File: config.mk
export PLATFORM = sky130hd
export DESIGN_NAME = hazard_ctrl_flat
export DESIGN_NICKNAME = d
export VERILOG_FILES = /design/src/rtl/hazard_pkg.sv /design/src/rtl/hazard_if.sv /design/src/rtl/hazard_ctrl_sat_counter.sv /design/src/rtl/hazard_ctrl.sv /design/src/flat_wrapper.sv
export SDC_FILE = /design/constraint.sdc
export NUM_CORES = 1
export LEC_CHECK = 0
export CAP_MARGIN = 20
export CORE_MARGIN = 8
export CORE_UTILIZATION = 46
export DETAILED_ROUTE_END_ITERATION = 10
export PLACE_DENSITY = 0.9
export SLEW_MARGIN = 10
export SYNTH_ARGS = -nofsm -noshare
export SYNTH_HDL_FRONTEND = slang
export SYNTH_SLANG_ARGS = --single-unit
File: constraint.sdc
create_clock -name clk -period 2.6 [get_ports clk]
set_clock_uncertainty 0.05 [all_clocks]
set_input_delay 0.39 -clock clk [delete_from_list [all_inputs] [get_ports clk]]
set_output_delay 0.39 -clock clk [all_outputs]
set_load 0.005 [all_outputs]
File: src/rtl/hazard_pkg.sv
// hazard_pkg: shared constants and types for the pipeline hazard controller.
//   FWD_*       : forwarding mux selects driven on ForwardAE/ForwardBE
//   mul_state_e : state of the multiply-occupancy FSM
package hazard_pkg;
   localparam logic [1:0] FWD_NONE = 2'b00;
   localparam logic [1:0] FWD_W    = 2'b01;
   localparam logic [1:0] FWD_M    = 2'b10;

   typedef enum logic {
      MUL_IDLE = 1'b0,
      MUL_BUSY = 1'b1
   } mul_state_e;
endpackage

File: src/rtl/hazard_if.sv
// hazard_if: bundle of pipeline-side signals seen by the hazard controller.
//   master : the pipeline (drives indices/enables/cache stalls, reads controls)
//   slave  : hazard_ctrl (reads pipeline state, drives forward/stall/flush/perf)
interface hazard_if #(
   parameter int REG_AW = 5,
   parameter int CNT_W  = 16
);
   logic              RegWriteM, RegWriteW;
   logic [REG_AW-1:0] RdM, RdW, RdE;
   logic [REG_AW-1:0] Rs1E, Rs2E, Rs1D, Rs2D;
   logic              ResultSrcE0, PCSrcE, MulStartE;
   logic              iCacheStall, dCacheStall;
   logic [1:0]        ForwardAE, ForwardBE;
   logic              StallF, StallD, StallE, StallM, StallW;
   logic              FlushD, FlushE, FlushM;
   logic              MulBusy, MulDoneE;
   logic [CNT_W-1:0]  StallCycles, FlushCount;

   modport master (
      output RegWriteM, RegWriteW, RdM, RdW, RdE, Rs1E, Rs2E, Rs1D, Rs2D,
             ResultSrcE0, PCSrcE, MulStartE, iCacheStall, dCacheStall,
      input  ForwardAE, ForwardBE, StallF, StallD, StallE, StallM, StallW,
             FlushD, FlushE, FlushM, MulBusy, MulDoneE, StallCycles, FlushCount
   );

   modport slave (
      input  RegWriteM, RegWriteW, RdM, RdW, RdE, Rs1E, Rs2E, Rs1D, Rs2D,
             ResultSrcE0, PCSrcE, MulStartE, iCacheStall, dCacheStall,
      output ForwardAE, ForwardBE, StallF, StallD, StallE, StallM, StallW,
             FlushD, FlushE, FlushM, MulBusy, MulDoneE, StallCycles, FlushCount
   );
endinterface

File: src/rtl/hazard_ctrl_sat_counter.sv
// sat_counter: saturating up-counter used for the hazard perf counters.
//   clk, rst : clock, synchronous active-high clear
//   inc      : count this cycle
//   cnt      : current value, holds at all-ones
module sat_counter #(
   parameter int CNT_W = 16
) (
   input  logic             clk,
   input  logic             rst,
   input  logic             inc,
   output logic [CNT_W-1:0] cnt
);
   logic [CNT_W-1:0] cnt_q, cnt_d;

   always_comb begin
      cnt_d = cnt_q;
      if (inc && (cnt_q != '1)) cnt_d = cnt_q + CNT_W'(1);
   end

   always_ff @(posedge clk) begin
      if (rst) cnt_q <= '0;
      else     cnt_q <= cnt_d;
   end

   assign cnt = cnt_q;
endmodule

File: src/rtl/hazard_ctrl.sv
// hazard_ctrl: five-stage pipeline hazard controller.
//   clk, rst : core clock, synchronous active-high reset
//   hz       : hazard_if slave port carrying
//              - RAW forwarding selects into E (M priority over W)
//              - load-use stall, branch flush, I/D-cache stall handling
//              - multi-cycle multiply occupancy (internal latency FSM)
//              - saturating StallCycles / FlushCount perf counters
// All control outputs are combinational; only the FSM and counters are flops.
module hazard_ctrl import hazard_pkg::*; #(
   parameter int REG_AW  = 5,
   parameter int MUL_LAT = 4,
   parameter int CNT_W   = 16
) (
   input logic    clk,
   input logic    rst,
   hazard_if.slave hz
);
   localparam int            CW        = $clog2(MUL_LAT);
   localparam logic [CW-1:0] CNT_START = CW'(MUL_LAT - 2);

   mul_state_e       state_q, state_d;
   logic [CW-1:0]    cnt_q, cnt_d;
   logic             lw_stall, mul_active, branch_flush;
   logic [1:0]       fwd_a, fwd_b;
   logic             stall_f, stall_d, stall_e, stall_m, stall_w;
   logic             flush_d, flush_e, flush_m, mul_busy, mul_done;
   logic [CNT_W-1:0] stall_cnt, flush_cnt;

   // ---- mul FSM: state register ----
   always_ff @(posedge clk) begin
      if (rst) begin
         state_q <= MUL_IDLE;
         cnt_q   <= '0;
      end else begin
         state_q <= state_d;
         cnt_q   <= cnt_d;
      end
   end

   // ---- mul FSM: next state; a D-cache stall freezes it completely ----
   always_comb begin
      state_d = state_q;
      cnt_d   = cnt_q;
      if (!hz.dCacheStall) begin
         case (state_q)
            MUL_IDLE: if (hz.MulStartE) begin
               state_d = MUL_BUSY;
               cnt_d   = CNT_START;  // start cycle plus the zero cycle cover the other two
            end
            MUL_BUSY: begin
               if (cnt_q != '0) cnt_d   = cnt_q - CW'(1);
               else             state_d = MUL_IDLE;
            end
            default: state_d = MUL_IDLE;
         endcase
      end
   end

   // ---- outputs ----
   always_comb begin
      lw_stall   = hz.ResultSrcE0 && ((hz.Rs1D == hz.RdE) || (hz.Rs2D == hz.RdE));
      // the cnt==0 cycle is the result cycle: E is released there
      mul_active = ((state_q == MUL_IDLE) && hz.MulStartE) ||
                   ((state_q == MUL_BUSY) && (cnt_q != '0));
      fwd_a = FWD_NONE;  fwd_b = FWD_NONE;
      stall_f = 1'b0;  stall_d = 1'b0;  stall_e = 1'b0;  stall_m = 1'b0;  stall_w = 1'b0;
      flush_d = 1'b0;  flush_e = 1'b0;  flush_m = 1'b0;
      mul_busy = 1'b0;  mul_done = 1'b0;  branch_flush = 1'b0;
      if (!rst) begin
         if (hz.RegWriteM && (hz.RdM != '0) && (hz.RdM == hz.Rs1E))      fwd_a = FWD_M;
         else if (hz.RegWriteW && (hz.RdW != '0) && (hz.RdW == hz.Rs1E)) fwd_a = FWD_W;
         if (hz.RegWriteM && (hz.RdM != '0) && (hz.RdM == hz.Rs2E))      fwd_b = FWD_M;
         else if (hz.RegWriteW && (hz.RdW != '0) && (hz.RdW == hz.Rs2E)) fwd_b = FWD_W;
         mul_busy = (state_q == MUL_BUSY);
         mul_done = (state_q == MUL_BUSY) && (cnt_q == '0);
         if (hz.dCacheStall) begin
            {stall_f, stall_d, stall_e, stall_m, stall_w} = '1;
         end else if (mul_active) begin
            // the multiply owns E; M gets bubbles while it is held
            {stall_f, stall_d, stall_e} = '1;
            flush_m = 1'b1;
         end else begin
            stall_f      = lw_stall | hz.iCacheStall;
            stall_d      = lw_stall;
            flush_e      = lw_stall | hz.PCSrcE;
            flush_d      = hz.PCSrcE | (hz.iCacheStall & ~lw_stall);
            branch_flush = hz.PCSrcE;
         end
      end
   end

   sat_counter #(.CNT_W(CNT_W)) u_stall_cnt (
      .clk(clk), .rst(rst), .inc(stall_d), .cnt(stall_cnt)
   );
   sat_counter #(.CNT_W(CNT_W)) u_flush_cnt (
      .clk(clk), .rst(rst), .inc(branch_flush), .cnt(flush_cnt)
   );

   assign hz.ForwardAE   = fwd_a;
   assign hz.ForwardBE   = fwd_b;
   assign hz.StallF      = stall_f;
   assign hz.StallD      = stall_d;
   assign hz.StallE      = stall_e;
   assign hz.StallM      = stall_m;
   assign hz.StallW      = stall_w;
   assign hz.FlushD      = flush_d;
   assign hz.FlushE      = flush_e;
   assign hz.FlushM      = flush_m;
   assign hz.MulBusy     = mul_busy;
   assign hz.MulDoneE    = mul_done;
   assign hz.StallCycles = rst ? '0 : stall_cnt;
   assign hz.FlushCount  = rst ? '0 : flush_cnt;
endmodule

File: src/flat_wrapper.sv
// flat-port wrapper written by rule: the top's interface ports become plain ports
module hazard_ctrl_flat import hazard_pkg::*;
#(
   parameter int REG_AW  = 5,
   parameter int MUL_LAT = 4,
   parameter int CNT_W   = 16
)
  (clk, rst, hz_RegWriteM, hz_RegWriteW, hz_RdM, hz_RdW, hz_RdE, hz_Rs1E, hz_Rs2E, hz_Rs1D, hz_Rs2D, hz_ResultSrcE0, hz_PCSrcE, hz_MulStartE, hz_iCacheStall, hz_dCacheStall, hz_ForwardAE, hz_ForwardBE, hz_StallF, hz_StallD, hz_StallE, hz_StallM, hz_StallW, hz_FlushD, hz_FlushE, hz_FlushM, hz_MulBusy, hz_MulDoneE, hz_StallCycles, hz_FlushCount);
  hazard_if #(.REG_AW(REG_AW), .CNT_W(CNT_W)) hz_i ();
  input logic clk;
  input logic rst;
  input wire logic [$bits(hz_i.RegWriteM)-1:0] hz_RegWriteM;
  input wire logic [$bits(hz_i.RegWriteW)-1:0] hz_RegWriteW;
  input wire logic [$bits(hz_i.RdM)-1:0] hz_RdM;
  input wire logic [$bits(hz_i.RdW)-1:0] hz_RdW;
  input wire logic [$bits(hz_i.RdE)-1:0] hz_RdE;
  input wire logic [$bits(hz_i.Rs1E)-1:0] hz_Rs1E;
  input wire logic [$bits(hz_i.Rs2E)-1:0] hz_Rs2E;
  input wire logic [$bits(hz_i.Rs1D)-1:0] hz_Rs1D;
  input wire logic [$bits(hz_i.Rs2D)-1:0] hz_Rs2D;
  input wire logic [$bits(hz_i.ResultSrcE0)-1:0] hz_ResultSrcE0;
  input wire logic [$bits(hz_i.PCSrcE)-1:0] hz_PCSrcE;
  input wire logic [$bits(hz_i.MulStartE)-1:0] hz_MulStartE;
  input wire logic [$bits(hz_i.iCacheStall)-1:0] hz_iCacheStall;
  input wire logic [$bits(hz_i.dCacheStall)-1:0] hz_dCacheStall;
  output wire logic [$bits(hz_i.ForwardAE)-1:0] hz_ForwardAE;
  output wire logic [$bits(hz_i.ForwardBE)-1:0] hz_ForwardBE;
  output wire logic [$bits(hz_i.StallF)-1:0] hz_StallF;
  output wire logic [$bits(hz_i.StallD)-1:0] hz_StallD;
  output wire logic [$bits(hz_i.StallE)-1:0] hz_StallE;
  output wire logic [$bits(hz_i.StallM)-1:0] hz_StallM;
  output wire logic [$bits(hz_i.StallW)-1:0] hz_StallW;
  output wire logic [$bits(hz_i.FlushD)-1:0] hz_FlushD;
  output wire logic [$bits(hz_i.FlushE)-1:0] hz_FlushE;
  output wire logic [$bits(hz_i.FlushM)-1:0] hz_FlushM;
  output wire logic [$bits(hz_i.MulBusy)-1:0] hz_MulBusy;
  output wire logic [$bits(hz_i.MulDoneE)-1:0] hz_MulDoneE;
  output wire logic [$bits(hz_i.StallCycles)-1:0] hz_StallCycles;
  output wire logic [$bits(hz_i.FlushCount)-1:0] hz_FlushCount;
  assign hz_i.RegWriteM = hz_RegWriteM;
  assign hz_i.RegWriteW = hz_RegWriteW;
  assign hz_i.RdM = hz_RdM;
  assign hz_i.RdW = hz_RdW;
  assign hz_i.RdE = hz_RdE;
  assign hz_i.Rs1E = hz_Rs1E;
  assign hz_i.Rs2E = hz_Rs2E;
  assign hz_i.Rs1D = hz_Rs1D;
  assign hz_i.Rs2D = hz_Rs2D;
  assign hz_i.ResultSrcE0 = hz_ResultSrcE0;
  assign hz_i.PCSrcE = hz_PCSrcE;
  assign hz_i.MulStartE = hz_MulStartE;
  assign hz_i.iCacheStall = hz_iCacheStall;
  assign hz_i.dCacheStall = hz_dCacheStall;
  assign hz_ForwardAE = hz_i.ForwardAE;
  assign hz_ForwardBE = hz_i.ForwardBE;
  assign hz_StallF = hz_i.StallF;
  assign hz_StallD = hz_i.StallD;
  assign hz_StallE = hz_i.StallE;
  assign hz_StallM = hz_i.StallM;
  assign hz_StallW = hz_i.StallW;
  assign hz_FlushD = hz_i.FlushD;
  assign hz_FlushE = hz_i.FlushE;
  assign hz_FlushM = hz_i.FlushM;
  assign hz_MulBusy = hz_i.MulBusy;
  assign hz_MulDoneE = hz_i.MulDoneE;
  assign hz_StallCycles = hz_i.StallCycles;
  assign hz_FlushCount = hz_i.FlushCount;
  hazard_ctrl #(.REG_AW(REG_AW), .MUL_LAT(MUL_LAT), .CNT_W(CNT_W)) u_core (.clk(clk), .rst(rst), .hz(hz_i));
endmodule
==> results.txt <==
----------------------------------------------------
[GRT]
  Number of antenna violations at the first check in global routing ... 0
  Met3 demand-to-capacity share in global routing ... 0.0502
  GRT Util Overall ... 0.185
  Vias in the first global route ... 2771
  Maximum number of pins on one net before global-route repair ... 44
  First-pass GRT wire length ... 13000 µm
  Most crowded layer after global routing ... met2
  Met2 track utilization from global routing ... 0.315
  Grt ovf ... 0
  Global routing usage on met1 ... 0.218

[Clock tree]
  Buffer type at the clock tree root ... clkbuf_8
  Later-pin clock latency in the skew report ... 0.30 ns
  Level count of the clock H-tree ... 2
  Clock sink count ... 35
  Maximum root-to-sink buffer count ... 2
  Number of hold buffers added after CTS ... 0
  Cts bufs inserted ... 5
  Clk slew on worst S/H paths ... 0.07 ns
  TritonCTS clock tree ... done

[Drt]
  DRC violation count after routing ... 0
  DRC marker count from the first detailed-route iteration ... 166
  Number of detailed-route iterations in the first pass ... 4
  Vias ... 2741
  Total wirelength of the detailed-routed design ... 7760 µm
  Number of vias per cell after detailed routing ... 5.47
  Detail-routed net length per standard cell ... 15.5 µm
  Post-route ant nets ... 0

[Yosys]
  Ys Warns ... 0
  EDFF count, synth ... 0
  Yosys reg bits ... 35
  Dominant synthesized flop cell ... dfxtp_1
  Distinct cell type count of the synthesized netlist ... 47
  Area share of the largest cell type after synthesis ... 0.270
  Mapped Cells ... 324
  Average instance area after synthesis ... 8.02 µm²
  Post-synthesis instance area ... 0.00260 mm²
  Largest area contributor in the netlist ... dfxtp_1
  Proportion of synthesized flip-flops having asynchronous set or reset ... 0
  Post-synthesis sequential area ratio ... 0.270
  Ranking of synthesized cells by area ... dfxtp_1, nor2b_1, xor2_1, xnor2_1, nor2_1
  Total nets after synthesis ... 371

[Placement]
  Setup Slack @ Placement ... -0.448 ns
  Number of cells in the design after placement ... 493
  Detailed placement HPWL ... 5980 µm
  Number of I/O port buffers ... 89
  Final GP Congestion ... 0.893
  Standard cell area after detailed placement ... 0.00368 mm²

[Power]
  Reg power frac ... 0.454
  Overall Power ... 1.22 mW
  Total power per unit cell area ... 323 mW/mm²
  Internal power of the cells ... 0.891 mW
  Pleak ... 1.47 nW
  Clock network fraction of design power ... 0.318
  Combinational share of power ... 0.228
  Switching part of the total ... 0.272
  IR Drop Worst-Case VDD ... 236 µV
  Sw power ... 0.333 mW

[Setup path]
  Crit path launch type ... input pin
  CP Data Arrival Time ... 2.13 ns
  End point of the critical path ... hz_ForwardAE[0]
  Reg-to-Reg End ... u_core.u_stall_cnt.cnt[3]
  R2R Setup Slk ... 0.45 ns
  Cell depth of the worst flop-to-flop path ... 6
  Critical path class ... in -> out
  Source of the worst register-to-register timing path ... u_core.u_stall_cnt.cnt[0]
  Capturing element type of the critical path ... primary output
  Endpoint required time on the critical path ... 2.16 ns
  First element of the critical path ... hz_RdW[0]
  Max FO, Critical Path ... 2

[Floorplan]
  I/O pin cnt ... 90
  Initial core utilization ... 0.475
  DIE WIDTH ... 91.1 µm
  Height of the die ... 91.1 µm
  DIE AREA ... 0.00831 mm²
  Area of the placeable core ... 0.00547 mm²
  Std-Cell Rows ... 27

[STA]
  Post-route clock period utilization ... 0.988
  Worst hold slack ... 0.452 ns
  Slew at the pin closest to its max-slew limit ... 0.532 ns
  Final period demand of the worst path ... 2.57 ns
  Final setup slack of the worst path ... 0.0309 ns
  Number of pins with negative max-slew slack in the final report ... 0
  Finish-stage setup viols ... 0
  Highest achievable clock rate ... 0.389 GHz
  Hold Violations, Final ... 0
  Worst rel slew slack ... 0.642

[Layout]
  Final cell count without fillers ... 501
  Most common cell after layout, fill and taps aside ... clkdlybuf4s50_1
  Top library cells by usage in the layout, fill and taps aside ... clkdlybuf4s50_1, nor2_1, dfxtp_1
  Diode insertion count for antenna repair ... 0
  Filler Cells Inserted ... 436
  Net count of the finished layout ... 475
  Fraction of layout cells with a size suffix above 1 ... 0.161
  Relative area change from synthesis to final layout ... 46.0%
  Finished Cell Area ... 0.00379 mm²

[Flow run]
  Max Cap Viol ... 0

[Worst hold path]
  Number of stages on the worst hold path ... 2
  Hold crit path type ... reg -> reg

[Status]
  Status ... complete, no violations

----------------------------------------------------
-- state kept, by name (all words and copies together), names as in the netlist --
| signal | count |
|---|---|
| u_core.u_stall_cnt.cnt | 16 |
| u_core.u_flush_cnt.cnt | 16 |
| u_core.cnt_q | 2 |
| u_core.state_q | 1 |
-- what timing repair did --
item                                    4_1_cts  5_1_grt
resized for setup                            12       17
setup buffers                                 0        0
pin swaps                                     2        4
endpoints found under the setup margin       10        8
-- worst min-delay path by stage --
stage	startpoint	endpoint	slack [ns]
floorplan	u_core.u_flush_cnt.cnt[12]	u_core.u_flush_cnt.cnt[12]	0.41
global placement	u_core.u_flush_cnt.cnt[12]	u_core.u_flush_cnt.cnt[12]	0.43
detailed placement	u_core.cnt_q[1]	u_core.cnt_q[1]	0.44
CTS	u_core.cnt_q[1]	u_core.cnt_q[1]	0.45
global route	u_core.cnt_q[1]	u_core.cnt_q[1]	0.49
finish	u_core.cnt_q[1]	u_core.cnt_q[1]	0.45
-- kinds of logic (layout without fill, tap and decap cells) --
kind of cell,count (synthesis),after routing,share of synthesized area
simple gates,155,155,0.331
compound gates,46,46,0.127
xor+xnor,41,41,0.138
flops,35,35,0.270
buf+inv,29,134,0.0515
mux,15,15,0.0679
fa+ha+maj,3,3,0.0145
-- cells in the mapped netlist, drive strengths merged, types with 6 or more instances --
cell type and instances:
a211oi 9, nand3 13, clkbuf 9, and3 13, o21ai 7, nand4 8, xor2 22, nor2b 32
buf 9, nand2 12, nor3 6, nor4 9, nor2 44, a21oi 15, mux2 15, inv 11
xnor2 19, dfxtp 35
-- per-stage QoR --
stage	setup TNS (ns)	utilization
detailed placement	-2.27	0.673
floorplan	0	-
CTS	0	0.688
global placement	-1.94	0.673
finish	0	0.693
global route	-0.0190	0.693
-- per-layer routing --
layer	part of all wire	vias to the layer above
met4	0.019	0
li1	-	1347
met2	0.48	108
met5	0	-
met1	0.44	1272
met3	0.060	14
-- layout make-up --
type                    instances  area [µm²]  area share
multi-input cells             260        1810       0.478
repair buffers                115        1070       0.282
flip-flops and latches         35         701       0.185
well taps                      72        90.1      0.0238
clock buffers                   7        76.3      0.0201
inverters                      11        41.3      0.0109
clock inverters                 1        5.00     0.00132
-- worst max-delay path: stages --
cell	delay, ns
clkdlybuf4s50_1	0.49
or4_1	0.13
o211ai_1	0.10
or4_4	0.56
nor4_2	0.30
clkbuf_2	0.16
-- power groups by stage --
stage | registers (mW) | clock network [mW] | logic (mW)
floorplan | 0.564 | 0 | 0.122
global placement | 0.566 | 0 | 0.265
detailed placement | 0.567 | 0 | 0.275
CTS | 0.555 | 0.394 | 0.275
global route | 0.556 | 0.420 | 0.306
finish | 0.555 | 0.389 | 0.279
Power figures use the tool's default switching activity.
